File: src/rtl/countdown_pkg.sv
// Shared types and defaults for the loadable countdown timer.
package countdown_pkg;

    localparam int WIDTH_DEFAULT = 8;

    typedef enum logic {
        IDLE = 1'b0,
        RUN  = 1'b1
    } state_e;

endpackage

File: src/rtl/countdown_timer.sv
// Loadable down-counter with valid/ready load, pause, abort, and one-shot or
// auto-reload modes; pulses tc when the count reaches its terminal value.
module countdown_timer
    import countdown_pkg::*;
#(
    parameter int WIDTH = WIDTH_DEFAULT
) (
    input  logic             clk,
    input  logic             rst,
    input  logic             en,
    input  logic             load_valid,
    output logic             load_ready,
    input  logic [WIDTH-1:0] load_value,
    input  logic             auto_reload,
    input  logic             abort,
    output logic [WIDTH-1:0] count,
    output logic             busy,
    output logic             tc
);

    localparam logic [WIDTH-1:0] ZERO = '0;
    localparam logic [WIDTH-1:0] ONE  = {{(WIDTH-1){1'b0}}, 1'b1};

    state_e           state_q, state_d;
    logic [WIDTH-1:0] count_q, count_d;
    logic [WIDTH-1:0] reload_q, reload_d;
    logic             mode_q, mode_d;
    logic             tc_q, tc_d;
    logic             handshake;

    assign handshake = load_valid && (state_q == IDLE);

    always_comb begin
        // NOTE: every signal gets a default first so no path leaves it unassigned (no latch).
        state_d  = state_q;
        count_d  = count_q;
        reload_d = reload_q;
        mode_d   = mode_q;
        tc_d     = 1'b0;

        unique case (state_q)
            IDLE: begin
                if (handshake) begin
                    reload_d = load_value;
                    mode_d   = auto_reload;
                    if (load_value == ZERO) begin
                        // Zero-length timer: expires on the handshake itself.
                        count_d = ZERO;
                        tc_d    = 1'b1;
                    end else begin
                        count_d = load_value;
                        state_d = RUN;
                    end
                end
            end

            RUN: begin
                if (abort) begin
                    count_d = ZERO;
                    state_d = IDLE;
                end else if (en) begin
                    if (count_q == ONE) begin
                        tc_d = 1'b1;
                        if (mode_q) begin
                            count_d = reload_q;
                        end else begin
                            count_d = ZERO;
                            state_d = IDLE;
                        end
                    end else if (count_q != ZERO) begin
                        count_d = count_q - ONE;
                    end
                end
            end

            default: begin
                state_d = IDLE;
                count_d = ZERO;
            end
        endcase
    end

    // NOTE: sequential state uses non-blocking assignments so all registers update together.
    always_ff @(posedge clk or posedge rst) begin
        if (rst) begin
            state_q  <= IDLE;
            count_q  <= ZERO;
            reload_q <= ZERO;
            mode_q   <= 1'b0;
            tc_q     <= 1'b0;
        end else begin
            state_q  <= state_d;
            count_q  <= count_d;
            reload_q <= reload_d;
            mode_q   <= mode_d;
            tc_q     <= tc_d;
        end
    end

    assign count      = count_q;
    assign tc         = tc_q;
    assign busy       = (state_q == RUN);
    assign load_ready = (state_q == IDLE);

endmodule

File: config.mk
export PLATFORM = sky130hd
export DESIGN_NAME = countdown_timer
export DESIGN_NICKNAME = d
export VERILOG_FILES = /design/src/rtl/countdown_pkg.sv /design/src/rtl/countdown_timer.sv
export SDC_FILE = /design/constraint.sdc
export NUM_CORES = 1
export LEC_CHECK = 0
export CORE_MARGIN = 4
export CORE_UTILIZATION = 50
export CTS_CLUSTER_DIAMETER = 50
export DETAILED_ROUTE_END_ITERATION = 16
export PLACE_DENSITY = 0.77
export REMOVE_ABC_BUFFERS = 1
export SYNTH_ARGS = -nofsm -noshare
export SYNTH_HDL_FRONTEND = slang
export SYNTH_SLANG_ARGS = --single-unit
File: constraint.sdc
create_clock -name clk -period 3.4 [get_ports clk]
set_clock_uncertainty 0.05 [all_clocks]
set_input_delay 0.34 -clock clk [delete_from_list [all_inputs] [get_ports clk]]
set_output_delay 0.34 -clock clk [all_outputs]
set_load 0.02 [all_outputs]
Word-level counts from Yosys, hierarchy flattened --
Index checks and enable logic that the tools add are counted.
Word-level totals: output and inout bits 11, register bits 19, bits of input ports 14
Cells by class: equal/unequal tests 4, bitwise logic cells 1, reductions and logical operators 5, $add $sub $neg 1, mux-type cells 21
Operator list (number):
- $mux W8 | 7
- $pmux W8 S2 | 1
- $mux W1 | 11
- $eq A8 B1 Y1 const B | 1
- $logic_not A8 Y1 | 1
- $reduce_bool A8 Y1 | 1
- $sub A8 B1 Y8 const B | 1
- $ne A4 B2 Y1 const B | 1
- $pmux W1 S2 | 2
- $ne A3 B3 Y1 const B | 1
- $reduce_and A3 Y1 | 1
- $ne A2 B1 Y1 const B | 1
- $reduce_and A2 Y1 | 1
- $logic_and A1 B1 Y1 | 1
- $not A1 Y1 | 1

Longest topological paths before layout --
depth in word-level cells 6, depth in mapped cells 6, gate-level depth less buffers 6

Worst setup path before layout --
No wires, ideal clock.
path type register to register, start point register count_q[1], in the netlist count[1], end point register count_q[3], in the netlist count[3], slack 1.476 ns, arrival 1.788 ns, clock period less this slack 1.924 ns, cell stages (with the launch flop) 7, library setup time 0.087 ns, data required time 3.263 ns, cells stage by stage dfrtp_1 > inv_1 > ha_1 > nor3b_4 > and2_2 > mux2_2 > o211ai_1
On the way: longest elaborated chain between the ends 6, elaborated cells between the ends (all ways) 10, those cells by class add/sub: 1; eq/ne: 2; mux: 5; reduce/logical: 2
RTL lines:
- from (decl) | line countdown_timer.sv:25 | logic [WIDTH-1:0] count_q, count_d;
- from (signal assigned) | line countdown_timer.sv:93 | count_q <= count_d;
- $sub A8 B1 Y8 | line countdown_timer.sv:71 | count_d = count_q - ONE;
- $mux W8 | line countdown_timer.sv:70 | end else if (count_q != ZERO) begin
- $mux W8 | line countdown_timer.sv:62 | if (count_q == ONE) begin
- $mux W8 | line countdown_timer.sv:61 | end else if (en) begin
- $mux W8 | line countdown_timer.sv:58 | if (abort) begin
- $pmux W8 S2 | line countdown_timer.sv:41 | unique case (state_q)
Several ways; a longest one is shown, not always the timed one. The select of a mux whose other input is x is not followed. A chain may end at the register's enable or synchronous reset.

Worst setup path in the final report --
Ends and elaborated chain as after synthesis.

==> impl_metrics.py <==
metrics = {
    "job": {
        "drv_cap": 0,
    },
    "die": {
        "rows": 17,
        "die_x_um": 56.58,
        "dieArea_um2": 3201,
        "initial_core_util_pct": 52.83,
        "die_h_um": 56.58,
        "pin_count": 25,
        "core_area_um2": 2233,
    },
    "layout": {
        "layout.filler_cells": 195,
        "final_cell_mix": "42 x sky130_fd_sc_hd__nand2_1, 24 x sky130_fd_sc_hd__clkdlybuf4s50_1, 19 x sky130_fd_sc_hd__dfrtp_1",
        "drive_gt1_share_pct": 6.627,
        "layout_commonest_cell": "sky130_fd_sc_hd__nand2_1",
        "multi_input_comb_area_um2": 650.6,
        "area.sequential_um2": 475.5,
        "num_antenna_cells": 0,
        "area.growth.synth_to_final_pct": 23.86,
        "nNetsFinal": 184,
    },
    "yosys": {
        "yosys_warnings": 0,
        "synth-seq-area-share_pct": 40.30,
        "synth_area_per_cell_um2": 8.309,
        "synth_top_family_by_area": "simple AND/OR/NAND/NOR gates",
        "synthFlopType": "sky130_fd_sc_hd__dfrtp_1",
        "ys_types": 38,
        "number_of_synthesized_register_bits": 19,
        "post_synthesis_cell_area_um2": 1180,
        "synth_fa_ha_area_share_pct": 3.181,
        "compound_gate_fraction_of_synth_area_pct": 17.50,
        "syn-instance-count": 142,
        "synth-simple-area-share_pct": 29.48,
        "ys_async_sr_fraction_pct": 100.0,
        "synth-edff-count": 0,
        "synth_xor_area_share_pct": 2.227,
        "yosys-mux-area-fraction_pct": 2.757,
    },
    "detailed_routing": {
        "antenna_left": 0,
        "first_iter_violations": 55,
        "drt_wl_total_um": 2955,
        "drt_wl_cell_um": 15.23,
        "drt_pre_antenna_iters": 4,
        "route.detailed.vias_per_inst": 5.918,
        "via_count": 1148,
        "post-route-drc-count": 0,
    },
    "sta": {
        "grt_setup_unrepaired": "false",
        "number_of_hold_violations_in_the_final_report": 0,
        "finalCriticalPeriod_ns": 2.094,
        "setup-violations-final": 0,
        "setup_slack_ns": 1.306,
        "fin_tns_setup_ns": 0,
        "final_critical_path_share_of_the_clock_period_pct": 61.58,
        "max-slew-margin-rel_pct": 50.34,
        "number_of_pins_with_negative_max_slew_slack_in_the_final_report": 0,
        "worst_pin_slew_ns": 0.7440,
        "maxClockFrequency_mhz": 477.6,
    },
    "clocking": {
        "htree_levels": 1,
        "post_cts_resized": 0,
        "cts.sink_count": 19,
        "ctsRootBufferMaster": "sky130_fd_sc_hd__clkbuf_4",
        "clock_insertion_delay_worst_skew_ns": 0.30,
        "cts_post_setup_buffers_inserted": 0,
        "worst_setup_hold_path_clk_slew_ns": 0.11,
        "cts_tree": "yes",
        "worst_case_clock_buffer_depth": 2,
        "ctsHoldBuffers": 0,
        "cts_buffers": 3,
    },
    "placement": {
        "io_buf_count": 24,
        "hpwl_um": 2250,
        "gp_routability_congestion": 0.9723,
        "placement.setup.worst_slack_ns": 1.334,
    },
    "pwr": {
        "cellPowerDensity_nw_per_um2": 603.9,
        "leakage_component_of_the_power_nw": 0.6255,
        "irDropWorstVdd_mv": 0.3719,
    },
    "grt": {
        "global_routing_usage_summed_across_all_routing_layers_pct": 19.97,
        "initial_antenna_violation_count": 0,
        "maximum_number_of_pins_on_one_net_before_global_route_repair": 20,
        "wire_length_of_the_first_global_routing_pass_um": 5112,
        "grt_pass1_vias": 1142,
        "globalRoute.totalOverflow": 0,
    },
    "worst_setup_path": {
        "setup.worst_path.class": "register to register",
        "critical_path.reg2reg.endpoint": "count[3]$_DFFE_PP0P_",
        "critical_path_required_ns": 3.57,
        "crit_path_end_kind": "register",
        "reg2regPathDepth": 6,
        "worst_r2r_startpoint": "count[1]$_DFFE_PP0P_",
        "worst-r2r-setup-slack_ns": 1.31,
        "start_kind": "register",
        "crit_path_max_fanout": 9,
        "critPathArrivalTime_ns": 2.27,
    },
    "outcome": {
        "status": "finished clean",
    },
    "worst_hold_path": {
        "hold_class": "input pin to asynchronous set/reset pin",
    },
}
[Yosys cell counts, types with 2 or more instances]
master                      n  area share, %
sky130_fd_sc_hd__nand2_1   42             13
sky130_fd_sc_hd__dfrtp_1   19             40
sky130_fd_sc_hd__inv_1      6            1.9
sky130_fd_sc_hd__nor2_1     6            1.9
sky130_fd_sc_hd__nor3_1     6            2.5
sky130_fd_sc_hd__a21oi_1    5            2.1
sky130_fd_sc_hd__a31oi_1    5            2.7
sky130_fd_sc_hd__nand3_1    4            1.7
sky130_fd_sc_hd__o211ai_1   4            2.5
sky130_fd_sc_hd__o21ai_0    4            1.7
sky130_fd_sc_hd__clkbuf_1   3           0.95
sky130_fd_sc_hd__ha_1       3            3.2
sky130_fd_sc_hd__xnor2_1    3            2.2
sky130_fd_sc_hd__and4_1     2            1.5
sky130_fd_sc_hd__mux2_2     2            1.9
sky130_fd_sc_hd__nor2b_1    2            1.1
sky130_fd_sc_hd__nor3b_1    2            1.3
sky130_fd_sc_hd__nor4_1     2            1.1
sky130_fd_sc_hd__o21ai_1    2           0.85
sky130_fd_sc_hd__o22ai_1    2            1.1
[cells by family after synthesis]
group / count (synthesis)
AND/OR/NAND/NOR: 71
AO/OA/AOI/OAI: 31
flip-flops: 19
buffers and inverters: 12
XOR/XNOR: 3
multiplexers: 3
adder cells (fa/ha/maj): 3
[metrics by stage]
step	hold WS [ns]	instance area (µm²)	cells	total power, mW	utilization (%)
after CTS	0.4223	1461	194	0.8853	65.43
after detailed placement	0.4120	1435	190	0.7654	64.26
after floorplan	0.2411	1152	137	0.6106	-
after global placement	0.4087	1435	190	0.7597	64.26
final	0.4064	1461	194	0.8825	65.43
after global routing	0.4638	1461	194	0.9500	65.43
[report_power, final]
part	switching (mW)	internal (mW)
Combinational	0.219	0.186
Clock	0.0728	0.0457
Sequential	0.0787	0.280
[worst max-delay path, stage by stage, from the launching register on]
cell and delay [ns]:
sky130_fd_sc_hd__dfrtp_1 0.45, sky130_fd_sc_hd__inv_1 0.12, sky130_fd_sc_hd__ha_1 0.21, sky130_fd_sc_hd__nor3b_4 0.39, sky130_fd_sc_hd__and2_2 0.27, sky130_fd_sc_hd__mux2_2 0.35
sky130_fd_sc_hd__o211ai_1 0.18
[final cells by class]
class	instances	area share, %
inverters	7	1.798
well taps	28	2.397
flip-flops and latches	19	32.53
clock buffers	4	1.798
multi-input cells	111	44.52
repair buffers	25	16.95
[per-layer routing]
metal	track usage (%)	share of wire, %
met5	0	0
met4	8.475	2.6
met3	2.529	7.1
met2	32.34	47
met1	26.58	44
[how the worst max path moves through the flow]
stage	cells past startpoint	slack (ns)	start	endpoint
2_1_floorplan	4	1.46	count[4]$_DFFE_PP0P_	count[3]$_DFFE_PP0P_
3_3_place_gp	4	1.38	count[5]$_DFFE_PP0P_	count[3]$_DFFE_PP0P_
3_5_place_dp	4	1.33	count[4]$_DFFE_PP0P_	count[3]$_DFFE_PP0P_
4_1_cts	4	1.31	count[4]$_DFFE_PP0P_	count[3]$_DFFE_PP0P_
5_1_grt	6	1.15	count[1]$_DFFE_PP0P_	count[3]$_DFFE_PP0P_
6_report	6	1.31	count[1]$_DFFE_PP0P_	count[3]$_DFFE_PP0P_
[sequential cells by signal, indices dropped and copies added (netlist names)]
signal,count
count,8
reload_q,8
busy,1
mode_q,1
tc,1
No activity file was read; power rests on OpenSTA's default activity.
